**src/rtl/lsu_exec.sv**
```systemverilog
// lsu_exec: load/store execution stage. Computes vj+A, reports store addresses
// to the ROB, queues loads in order and reads them one at a time.

module lsu_ext #(
  parameter int                TYPE_W = 6,
  parameter logic [TYPE_W-1:0] T_LB   = TYPE_W'(1),
  parameter logic [TYPE_W-1:0] T_LH   = TYPE_W'(2),
  parameter logic [TYPE_W-1:0] T_LBU  = TYPE_W'(4),
  parameter logic [TYPE_W-1:0] T_LHU  = TYPE_W'(5)
) (
  input  logic [TYPE_W-1:0] typ,
  input  logic [31:0]       raw,
  output logic [31:0]       val
);
  always_comb begin
    val = raw;
    case (typ)
      T_LB:    val = {{24{raw[7]}}, raw[7:0]};
      T_LBU:   val = {24'd0, raw[7:0]};
      T_LH:    val = {{16{raw[15]}}, raw[15:0]};
      T_LHU:   val = {16'd0, raw[15:0]};
      default: val = raw;
    endcase
  end
endmodule

module lsu_exec #(
  parameter int                DEPTH  = 4,
  parameter int                ROB_W  = 4,
  parameter int                TYPE_W = 6,
  parameter logic [TYPE_W-1:0] T_LB   = TYPE_W'(1),
  parameter logic [TYPE_W-1:0] T_LH   = TYPE_W'(2),
  parameter logic [TYPE_W-1:0] T_LW   = TYPE_W'(3),
  parameter logic [TYPE_W-1:0] T_LBU  = TYPE_W'(4),
  parameter logic [TYPE_W-1:0] T_LHU  = TYPE_W'(5),
  parameter logic [TYPE_W-1:0] T_SB   = TYPE_W'(6),
  parameter logic [TYPE_W-1:0] T_SH   = TYPE_W'(7),
  parameter logic [TYPE_W-1:0] T_SW   = TYPE_W'(8)
) (
  input  logic              clk_in,
  input  logic              rst_in,
  input  logic              rdy_in,
  input  logic              au_en_in,
  input  logic [31:0]       au_A_in,
  input  logic [31:0]       au_vj_in,
  input  logic [ROB_W-1:0]  au_dest_in,
  input  logic [TYPE_W-1:0] au_inst_type_in,
  output logic              lbuffer_rdy_out,
  input  logic              rob_flush_in,
  output logic              rob_addr_en_out,
  output logic [ROB_W-1:0]  rob_addr_dest_out,
  output logic [31:0]       rob_addr_out,
  output logic              memctrl_en_out,
  output logic [31:0]       memctrl_addr_out,
  output logic [1:0]        memctrl_len_out,
  input  logic              memctrl_done_in,
  input  logic [31:0]       memctrl_data_in,
  output logic              cdb_lbuffer_en_out,
  output logic [ROB_W-1:0]  cdb_lbuffer_dest_out,
  output logic [31:0]       cdb_lbuffer_value_out
);
  localparam int PTR_W = $clog2(DEPTH);
  localparam int CNT_W = PTR_W + 1;
  localparam logic [CNT_W:0] RDY_MAX = (CNT_W+1)'(DEPTH - 2);

  typedef struct packed {
    logic [ROB_W-1:0]  dest;
    logic [TYPE_W-1:0] typ;
    logic [31:0]       addr;
  } ld_req_t;

  typedef enum logic [1:0] {S_IDLE, S_REQ, S_DRAIN} state_t;

  state_t            state_q, state_d;
  ld_req_t           fifo_q [DEPTH];
  ld_req_t           fifo_d [DEPTH];
  logic [PTR_W-1:0]  head_q, head_d, tail_q, tail_d;
  logic [CNT_W-1:0]  cnt_q, cnt_d;
  ld_req_t           cur_q, cur_d;
  logic              mem_en_q, mem_en_d;
  logic              rob_en_q, rob_en_d;
  logic [ROB_W-1:0]  rob_dest_q, rob_dest_d;
  logic [31:0]       rob_addr_q, rob_addr_d;
  logic              cdb_en_q, cdb_en_d;
  logic [ROB_W-1:0]  cdb_dest_q, cdb_dest_d;
  logic [31:0]       cdb_val_q, cdb_val_d;

  logic        is_load, is_store, flush, done, ld_push, st_push;
  logic        launch, take_fifo, push;
  logic [31:0] eff_addr, ext_val;
  ld_req_t     issue_req, next_req;

  function automatic logic [1:0] len_of(input logic [TYPE_W-1:0] t);
    case (t)
      T_LH, T_LHU: len_of = 2'd1;
      T_LW:        len_of = 2'd2;
      default:     len_of = 2'd0;
    endcase
  endfunction

  always_comb begin
    is_load  = 1'b0;
    is_store = 1'b0;
    case (au_inst_type_in)
      T_LB, T_LH, T_LW, T_LBU, T_LHU: is_load  = 1'b1;
      T_SB, T_SH, T_SW:               is_store = 1'b1;
      default: ;
    endcase
  end

  // Everything is qualified by rdy_in: a stalled cycle sees no issue, done or flush.
  assign eff_addr  = au_vj_in + au_A_in;
  assign flush     = rdy_in & rob_flush_in;
  assign done      = rdy_in & memctrl_done_in;
  assign ld_push   = rdy_in & au_en_in & ~rob_flush_in & is_load;
  assign st_push   = rdy_in & au_en_in & ~rob_flush_in & is_store;
  assign issue_req = '{dest: au_dest_in, typ: au_inst_type_in, addr: eff_addr};
  // With an empty FIFO the incoming load goes straight to memory.
  assign next_req  = (cnt_q != '0) ? fifo_q[head_q] : issue_req;

  lsu_ext #(
    .TYPE_W(TYPE_W), .T_LB(T_LB), .T_LH(T_LH), .T_LBU(T_LBU), .T_LHU(T_LHU)
  ) u_ext (
    .typ(cur_q.typ),
    .raw(memctrl_data_in),
    .val(ext_val)
  );

  always_comb begin
    state_d    = state_q;
    cur_d      = cur_q;
    mem_en_d   = mem_en_q;
    rob_en_d   = 1'b0;
    rob_dest_d = rob_dest_q;
    rob_addr_d = rob_addr_q;
    cdb_en_d   = 1'b0;
    cdb_dest_d = cdb_dest_q;
    cdb_val_d  = cdb_val_q;
    launch     = 1'b0;
    if (rdy_in) begin
      if (st_push) begin
        rob_en_d   = 1'b1;
        rob_dest_d = au_dest_in;
        rob_addr_d = eff_addr;
      end
      case (state_q)
        S_IDLE: launch = ~flush & ((cnt_q != '0) | ld_push);
        S_REQ: begin
          if (flush) begin
            // the in-flight read must still complete; its data is dropped
            if (done) begin
              mem_en_d = 1'b0;
              state_d  = S_IDLE;
            end else begin
              state_d  = S_DRAIN;
            end
          end else if (done) begin
            cdb_en_d   = 1'b1;
            cdb_dest_d = cur_q.dest;
            cdb_val_d  = ext_val;
            launch     = (cnt_q != '0) | ld_push;
            if (!launch) begin
              mem_en_d = 1'b0;
              state_d  = S_IDLE;
            end
          end
        end
        S_DRAIN: begin
          if (done) begin
            mem_en_d = 1'b0;
            state_d  = S_IDLE;
          end
        end
        default: state_d = S_IDLE;
      endcase
      if (launch) begin
        cur_d    = next_req;
        mem_en_d = 1'b1;
        state_d  = S_REQ;
      end
    end
  end

  always_comb begin
    fifo_d    = fifo_q;
    head_d    = head_q;
    tail_d    = tail_q;
    cnt_d     = cnt_q;
    take_fifo = launch & (cnt_q != '0);
    // a push into a full FIFO is a protocol violation and is dropped
    push      = ld_push & ~(launch & (cnt_q == '0)) & (cnt_q != CNT_W'(DEPTH));
    if (flush) begin
      head_d = '0;
      tail_d = '0;
      cnt_d  = '0;
    end else begin
      if (push) begin
        fifo_d[tail_q] = issue_req;
        tail_d         = tail_q + PTR_W'(1);
      end
      if (take_fifo) head_d = head_q + PTR_W'(1);
      cnt_d = cnt_q + CNT_W'(push) - CNT_W'(take_fifo);
    end
  end

  always_ff @(posedge clk_in or negedge rst_in) begin
    if (!rst_in) begin
      state_q    <= S_IDLE;
      for (int i = 0; i < DEPTH; i++) fifo_q[i] <= '0;
      head_q     <= '0;
      tail_q     <= '0;
      cnt_q      <= '0;
      cur_q      <= '0;
      mem_en_q   <= 1'b0;
      rob_en_q   <= 1'b0;
      rob_dest_q <= '0;
      rob_addr_q <= '0;
      cdb_en_q   <= 1'b0;
      cdb_dest_q <= '0;
      cdb_val_q  <= '0;
    end else begin
      state_q    <= state_d;
      fifo_q     <= fifo_d;
      head_q     <= head_d;
      tail_q     <= tail_d;
      cnt_q      <= cnt_d;
      cur_q      <= cur_d;
      mem_en_q   <= mem_en_d;
      rob_en_q   <= rob_en_d;
      rob_dest_q <= rob_dest_d;
      rob_addr_q <= rob_addr_d;
      cdb_en_q   <= cdb_en_d;
      cdb_dest_q <= cdb_dest_d;
      cdb_val_q  <= cdb_val_d;
    end
  end

  // One slot of slack covers upstream's registered issue decision.
  assign lbuffer_rdy_out = (state_q != S_DRAIN) &&
                           (((CNT_W+1)'(cnt_q) + (CNT_W+1)'(ld_push)) <= RDY_MAX);

  assign rob_addr_en_out       = rob_en_q;
  assign rob_addr_dest_out     = rob_dest_q;
  assign rob_addr_out          = rob_addr_q;
  assign memctrl_en_out        = mem_en_q;
  assign memctrl_addr_out      = cur_q.addr;
  assign memctrl_len_out       = len_of(cur_q.typ);
  assign cdb_lbuffer_en_out    = cdb_en_q;
  assign cdb_lbuffer_dest_out  = cdb_dest_q;
  assign cdb_lbuffer_value_out = cdb_val_q;
endmodule

```
**config.mk**
```make
export PLATFORM = sky130hd
export DESIGN_NAME = lsu_exec
export DESIGN_NICKNAME = d
export VERILOG_FILES = /design/src/rtl/lsu_exec.sv
export SDC_FILE = /design/constraint.sdc
export NUM_CORES = 1
export LEC_CHECK = 0
export ABC_AREA = 0
export BUFFER_PORTS_ARGS = -buffer_cell sky130_fd_sc_hd__buf_4
export CAP_MARGIN = 10
export CORE_ASPECT_RATIO = 1.5
export CORE_MARGIN = 4
export CORE_UTILIZATION = 60
export CTS_BUF_LIST = sky130_fd_sc_hd__clkbuf_2
export DETAILED_ROUTE_END_ITERATION = 8
export PLACE_DENSITY = 0.83
export SLEW_MARGIN = 20
export SYNTH_ARGS = -nofsm -noshare
export SYNTH_HDL_FRONTEND = slang
export SYNTH_SLANG_ARGS = --single-unit
export TNS_END_PERCENT = 30
```
**constraint.sdc**
```tcl
create_clock -name clk_in -period 7.9 [get_ports clk_in]
set_clock_uncertainty 0.15 [all_clocks]
set_input_delay 0.79 -clock clk_in [delete_from_list [all_inputs] [get_ports clk_in]]
set_output_delay 0.79 -clock clk_in [all_outputs]
set_load 0.05 [all_outputs]
```
# ---- After elaboration in Yosys (flattened, before gate mapping)
# Index checks and enable logic that the tools add are counted.
dict set report classes {
  n_addsub 6
  reduce_logical 17
  eq_ne 21
  mux 40
  magnitude_cmp 4
  bitwise 17
}
# operator n
set ops {}
lappend ops {{$bwmux 168} 1}
lappend ops {{$mux 42} 4}
lappend ops {{$pmux 32 s4} 1}
lappend ops {{$bmux 42 s2} 1}
lappend ops {{$demux 42 s2} 1}
lappend ops {{$eq 6x3->1 const B} 6}
lappend ops {{$add 32x32->32} 1}
lappend ops {{$eq 6x2->1 const B} 4}
lappend ops {{$mux 2} 10}
lappend ops {{$mux 1} 17}
lappend ops {{$eq 6x1->1 const B} 2}
lappend ops {{$and 1x1->1} 11}
lappend ops {{$ne 4x4->1 const B} 2}
lappend ops {{$reduce_and 4->1} 2}
lappend ops {{$eq 6x4->1 const B} 1}
lappend ops {{$ge 3x3->1 const B} 2}
lappend ops {{$ne 3x3->1 const B} 2}
lappend ops {{$not 2->3} 2}
lappend ops {{$pmux 2 s3} 1}
lappend ops {{$reduce_and 2->1} 3}
lappend ops {{$reduce_bool 3->1} 2}
lappend ops {{$reduce_and 5->1} 1}
lappend ops {{$reduce_or 5->1} 1}
lappend ops {{$add 2x1->2 const B} 2}
lappend ops {{other kinds (19)} 25}
dict set report totals {
  reg_bits 294
  in_bits 112
  out_inout_bits 110
}

# ---- Longest topological paths before layout
dict set report depth {
  word_depth 17
  ltp_mapped 14
  mapped_depth_nobuf 13
}

# ---- Hierarchy
# Synthesis repeated with hierarchy kept, for this count alone.
dict set report hier_totals {
  cells_unflattened 1570
  area_unflattened_um2 14990.6
}
# mod instances area_each_um2 cells_each
set modules_own_cells {}
lappend modules_own_cells {lsu_exec 1 14560.2 1514}
lappend modules_own_cells {lsu_ext 1 430.4 56}

# ---- Least setup slack after synthesis
# Ideal clock, no wire load.
dict set report synth_path {
  path_type {input to output}
  start {in au_inst_type_in[1]}
  end {out lbuffer_rdy_out}
  n_path_buf 1
  path_slack_ns 4.207
  arrival_ns 2.753
  stages 8
  path_cell_list {clkbuf_1 -> nor3_1 -> nor4b_4 -> ha_1 -> ha_1 -> xnor2_1 -> nand2_1 -> a21oi_1}
}
dict set report synth_between {
  elab_chain_cells 7
}
# element line
set synth_lines {}
lappend synth_lines {{start: declaration} 47} ;# input logic [TYPE_W-1:0] au_inst_type_in,
lappend synth_lines {{$eq 6x1->1, or another cell as far along} 104} ;# case (au_inst_type_in)
lappend synth_lines {{$reduce_or 5->1 *} 104}
lappend synth_lines {{$mux 1 *} 104}
lappend synth_lines {{$and 1x1->1 *} 115} ;# assign ld_push = rdy_in & au_en_in & ~rob_flush_in & is_load;
lappend synth_lines {{$add 3x1->4 *} 240} ;# (((CNT_W+1)'(cnt_q) + (CNT_W+1)'(ld_push)) <= RDY_MAX);
lappend synth_lines {{$le 4x2->1 *} 240}
lappend synth_lines {{$logic_and 1x1->1 *} 239} ;# assign lbuffer_rdy_out = (state_q != S_DRAIN) &&
lappend synth_lines {{end: declaration} 48} ;# output logic lbuffer_rdy_out,
# Every way passes the cells marked *; elsewhere a longest branch is shown, timed or not.

# ---- Worst setup path after layout
dict set report layout_path {
  start {in rdy_in}
  end {out lbuffer_rdy_out}
}
dict set report layout_between {
  elab_chain_cells 6
}
# element line
set layout_lines {}
lappend layout_lines {{start: declaration} 42} ;# input logic rdy_in,
lappend layout_lines {{$and 1x1->1 (3 in series)} 115}
lappend layout_lines {{$add 3x1->4} 240}
lappend layout_lines {{$le 4x2->1} 240}
lappend layout_lines {{$logic_and 1x1->1} 239}
# Every way passes these cells.

==> key figures <==
STA
  • Final number of hold-violating endpoints: 0
  • Fin crit period: 3.72 ns
  • Worst-Margin Slew: 0.888 ns
  • Pins Over Slew Limit: 0
  • Final setup TNS: 0 ns
  • RSZ-0062 raised after global routing: no
  • Slew Limit Headroom: 0.399
  • Final Setup Violations: 0
  • Fin crit share: 0.471
  • Max Clock Freq: 269 MHz

Final layout
  • Post-route cell area: 17000 um^2
  • Fill cells: 1814
  • Commonest non-fill, non-tap cell in the layout: nand2_1
  • Commonest cells after routing, fill and taps aside: nand2_1, dfrtp_1, buf_4, o21ai_0, clkbuf_2
  • Layout area overhead: 16.1%
  • Final Net Count: 1864
  • Layout cells sized above 1: 0.239
  • Util after Layout: 0.712

Critical path
  • Req. time, crit path: 6.96 ns
  • Worst path max stage delay: 0.50 ns
  • Worst Setup End Kind: primary output
  • Cells along the critical path: buf_4 -> nor2b_1 -> nand3_1 -> nor4b_4 -> ha_1 -> ha_1 -> xnor2_1 -> nand2_1 -> a21oi_1 -> buf_4
  • Critical path class: in2out
  • Crit path launch type: primary input
  • CP max FO: 6
  • WP data arrival: 2.78 ns
  • Crit path max-delay cell type: nor4b_4

Clocking
  • Worst-path clk slew: 0.09 ns
  • Root Buffer: clkbuf_2
  • Hold Buf Count CTS: 13
  • H-Tree Depth: 3
  • Setup bufs post-CTS: 0
  • Post_cts resized: 0
  • CTS tree: done
  • Worst-Skew Late Latency: 0.83 ns
  • Sink Count: 294
  • CTS max path bufs: 3
  • CTS Buf Count: 66

Floorplan
  • Die height: 200 um
  • Die area: 27100 um^2
  • Core area: 23900 um^2
  • Cell Rows: 69
  • Die Wd: 136 um
  • Initial Util: 0.614
  • I/O Pins: 222

Global routing
  • First-pass GRT wire length: 63.0 mm
  • Vias in the first global route: 12600
  • Remaining Overflow, GRT: 0
  • Largest net degree at the start of global routing: 141
  • Initial antenna violation count: 1
  • GRT Total Usage: 0.293

Detailed routing
  • DR vias: 12300
  • M1 WL: 14.5 mm
  • Final WL: 39.3 mm
  • Met2 routed WL: 20.5 mm
  • Routed WL per cell: 19.0 um
  • Met3 wire len: 2.50 mm
  • Top Metal Used: met4
  • Initial detailed-routing violation count: 810
  • Vias per cell: 5.92
  • Antenna Nets Post-Route: 0
  • DRC viols: 0
  • DR pass1 iterations: 5

Min path
  • Worst hold-check path type: in2reg

Synthesis
  • Cells after synthesis: 1506
  • Synth top area cells: dfrtp_1, nand2_1, mux4_2, o21ai_0, ha_1
  • Most area-hungry cell type in the Yosys netlist: dfrtp_1
  • Cell variety after synth: 66
  • Synth Cell Area: 14700 um^2
  • Avg Inst Size Synth: 9.74 um^2
  • #FFs+latches synth: 294
  • Seq/Total Area, Yosys: 0.501
  • Syn Nets: 1660
  • Warnings from Yosys: 0
  • Asr flop ratio synth: 1.00
  • Ys flop type: dfrtp_1
  • Yosys top cell area share: 0.501
  • Number of enable flip-flop cells after synthesis: 0

Placed design
  • Placed Area: 16200 um^2
  • GP Congestion: 0.926
  • Number of buffers added on ports: 221
  • Post-DP HPWL: 26.4 mm

Run
  • Max cap viols: 0

Power
  • Logic pwr share: 0.444
  • Clk network pwr share: 0.170
  • Cell-internal power: 0.00287 W
  • Power density cells: 307 nW/um^2
  • Lkg Pwr: 8.24 nW
  • Reg power frac: 0.386
  • NetSw: 0.00236 W
  • Peak supply drop: 0.255 mV
  • Sw Share: 0.451

Status
  • Status: finished, final reports clean
critical path, delay by kind of cell:
family	cells	cell delay, ns
buf+inv	2	0.33
fa+ha+maj	2	0.43
compound gates	1	0.12
xor+xnor	1	0.11
simple gates	4	0.97
cell usage after synthesis, types with 22 or more instances:
library cell	n
a21oi_1	68
o21ai_0	160
nand3_1	35
nand2_1	376
nor2_1	68
ha_1	40
buf_4	35
clkbuf_1	58
and2_1	23
buf_2	23
mux4_2	42
o31ai_1	22
dfrtp_1	294
nor3_1	22
path summary, 6_finish.rpt:
check	startpoint	endpoint	slack (ns)	cells past startpoint
min in group asynchronous	rst_in	rob_addr_out[31]	0.23	2
min reg2reg	fifo_q[76]	fifo_q[76]	0.33	2
max	rdy_in	lbuffer_rdy_out	4.18	10
min	memctrl_done_in	state_q[1]	0.06	2
max reg2reg	cnt_q[1]	memctrl_addr_out[28]	4.75	7
max in group asynchronous	rst_in	fifo_q[64]	5.60	4
through the flow:
| stage | hold WS (ns) | worst slack (ns) | instances | power [W] |
|---|---|---|---|---|
| after floorplan | 0.288 | 4.21 | 1506 | 0.00371 |
| after global placement | 0.301 | 4.10 | 1939 | 0.00429 |
| after detailed placement | 0.307 | 4.02 | 1939 | 0.00435 |
| after CTS | 0.0000624 | 4.17 | 2061 | 0.00524 |
| after global routing | 0.00101 | 4.07 | 2071 | 0.00553 |
| final | 0.0571 | 4.18 | 2071 | 0.00523 |
power by group through the flow:
stage / Sequential, W / Combinational (W) / Clock [W]
finish: 0.00202 / 0.00232 / 0.000887
detailed placement: 0.00204 / 0.00231 / 0
CTS: 0.00202 / 0.00232 / 0.000908
global placement: 0.00203 / 0.00226 / 0
floorplan: 0.00239 / 0.00132 / 0
global route: 0.00205 / 0.00248 / 0.000993
cell type report:
class                   count  area [um^2]  area share
repair buffers            259         2030       0.119
multi-input cells        1069         6630       0.389
flip-flops and latches    294         7360       0.432
diodes                      1         2.50    0.000147
well taps                 319          399      0.0234
clock inverters            20         95.1     0.00558
inverters                  20         75.1     0.00441
clock buffers              89          445      0.0261
cells by family after synthesis:
logic type      Yosys count  synth area share
compound gates          374             0.156
xor+xnor                 21            0.0125
fa+ha+maj                42            0.0368
buf+inv                 143            0.0496
flops                   294             0.501
mux                      56            0.0750
simple gates            576             0.168
layer usage:
layer  track usage  vias to the layer above
met2         0.527                      522
li1              -                     5660
met1         0.330                     5970
met3        0.0539                      118
met5             0                        -
met4         0.155                        0
state kept, by name, indices dropped and copies added (netlist names):
signal                 count
fifo_q                   168
cdb_lbuffer_value_out     32
memctrl_addr_out          32
rob_addr_out              32
cur_q                     10
cdb_lbuffer_dest_out       4
rob_addr_dest_out          4
cnt_q                      3
head_q                     2
state_q                    2
tail_q                     2
cdb_lbuffer_en_out         1
memctrl_en_out             1
rob_addr_en_out            1
Note: power is estimated with default switching activity, not from simulation.
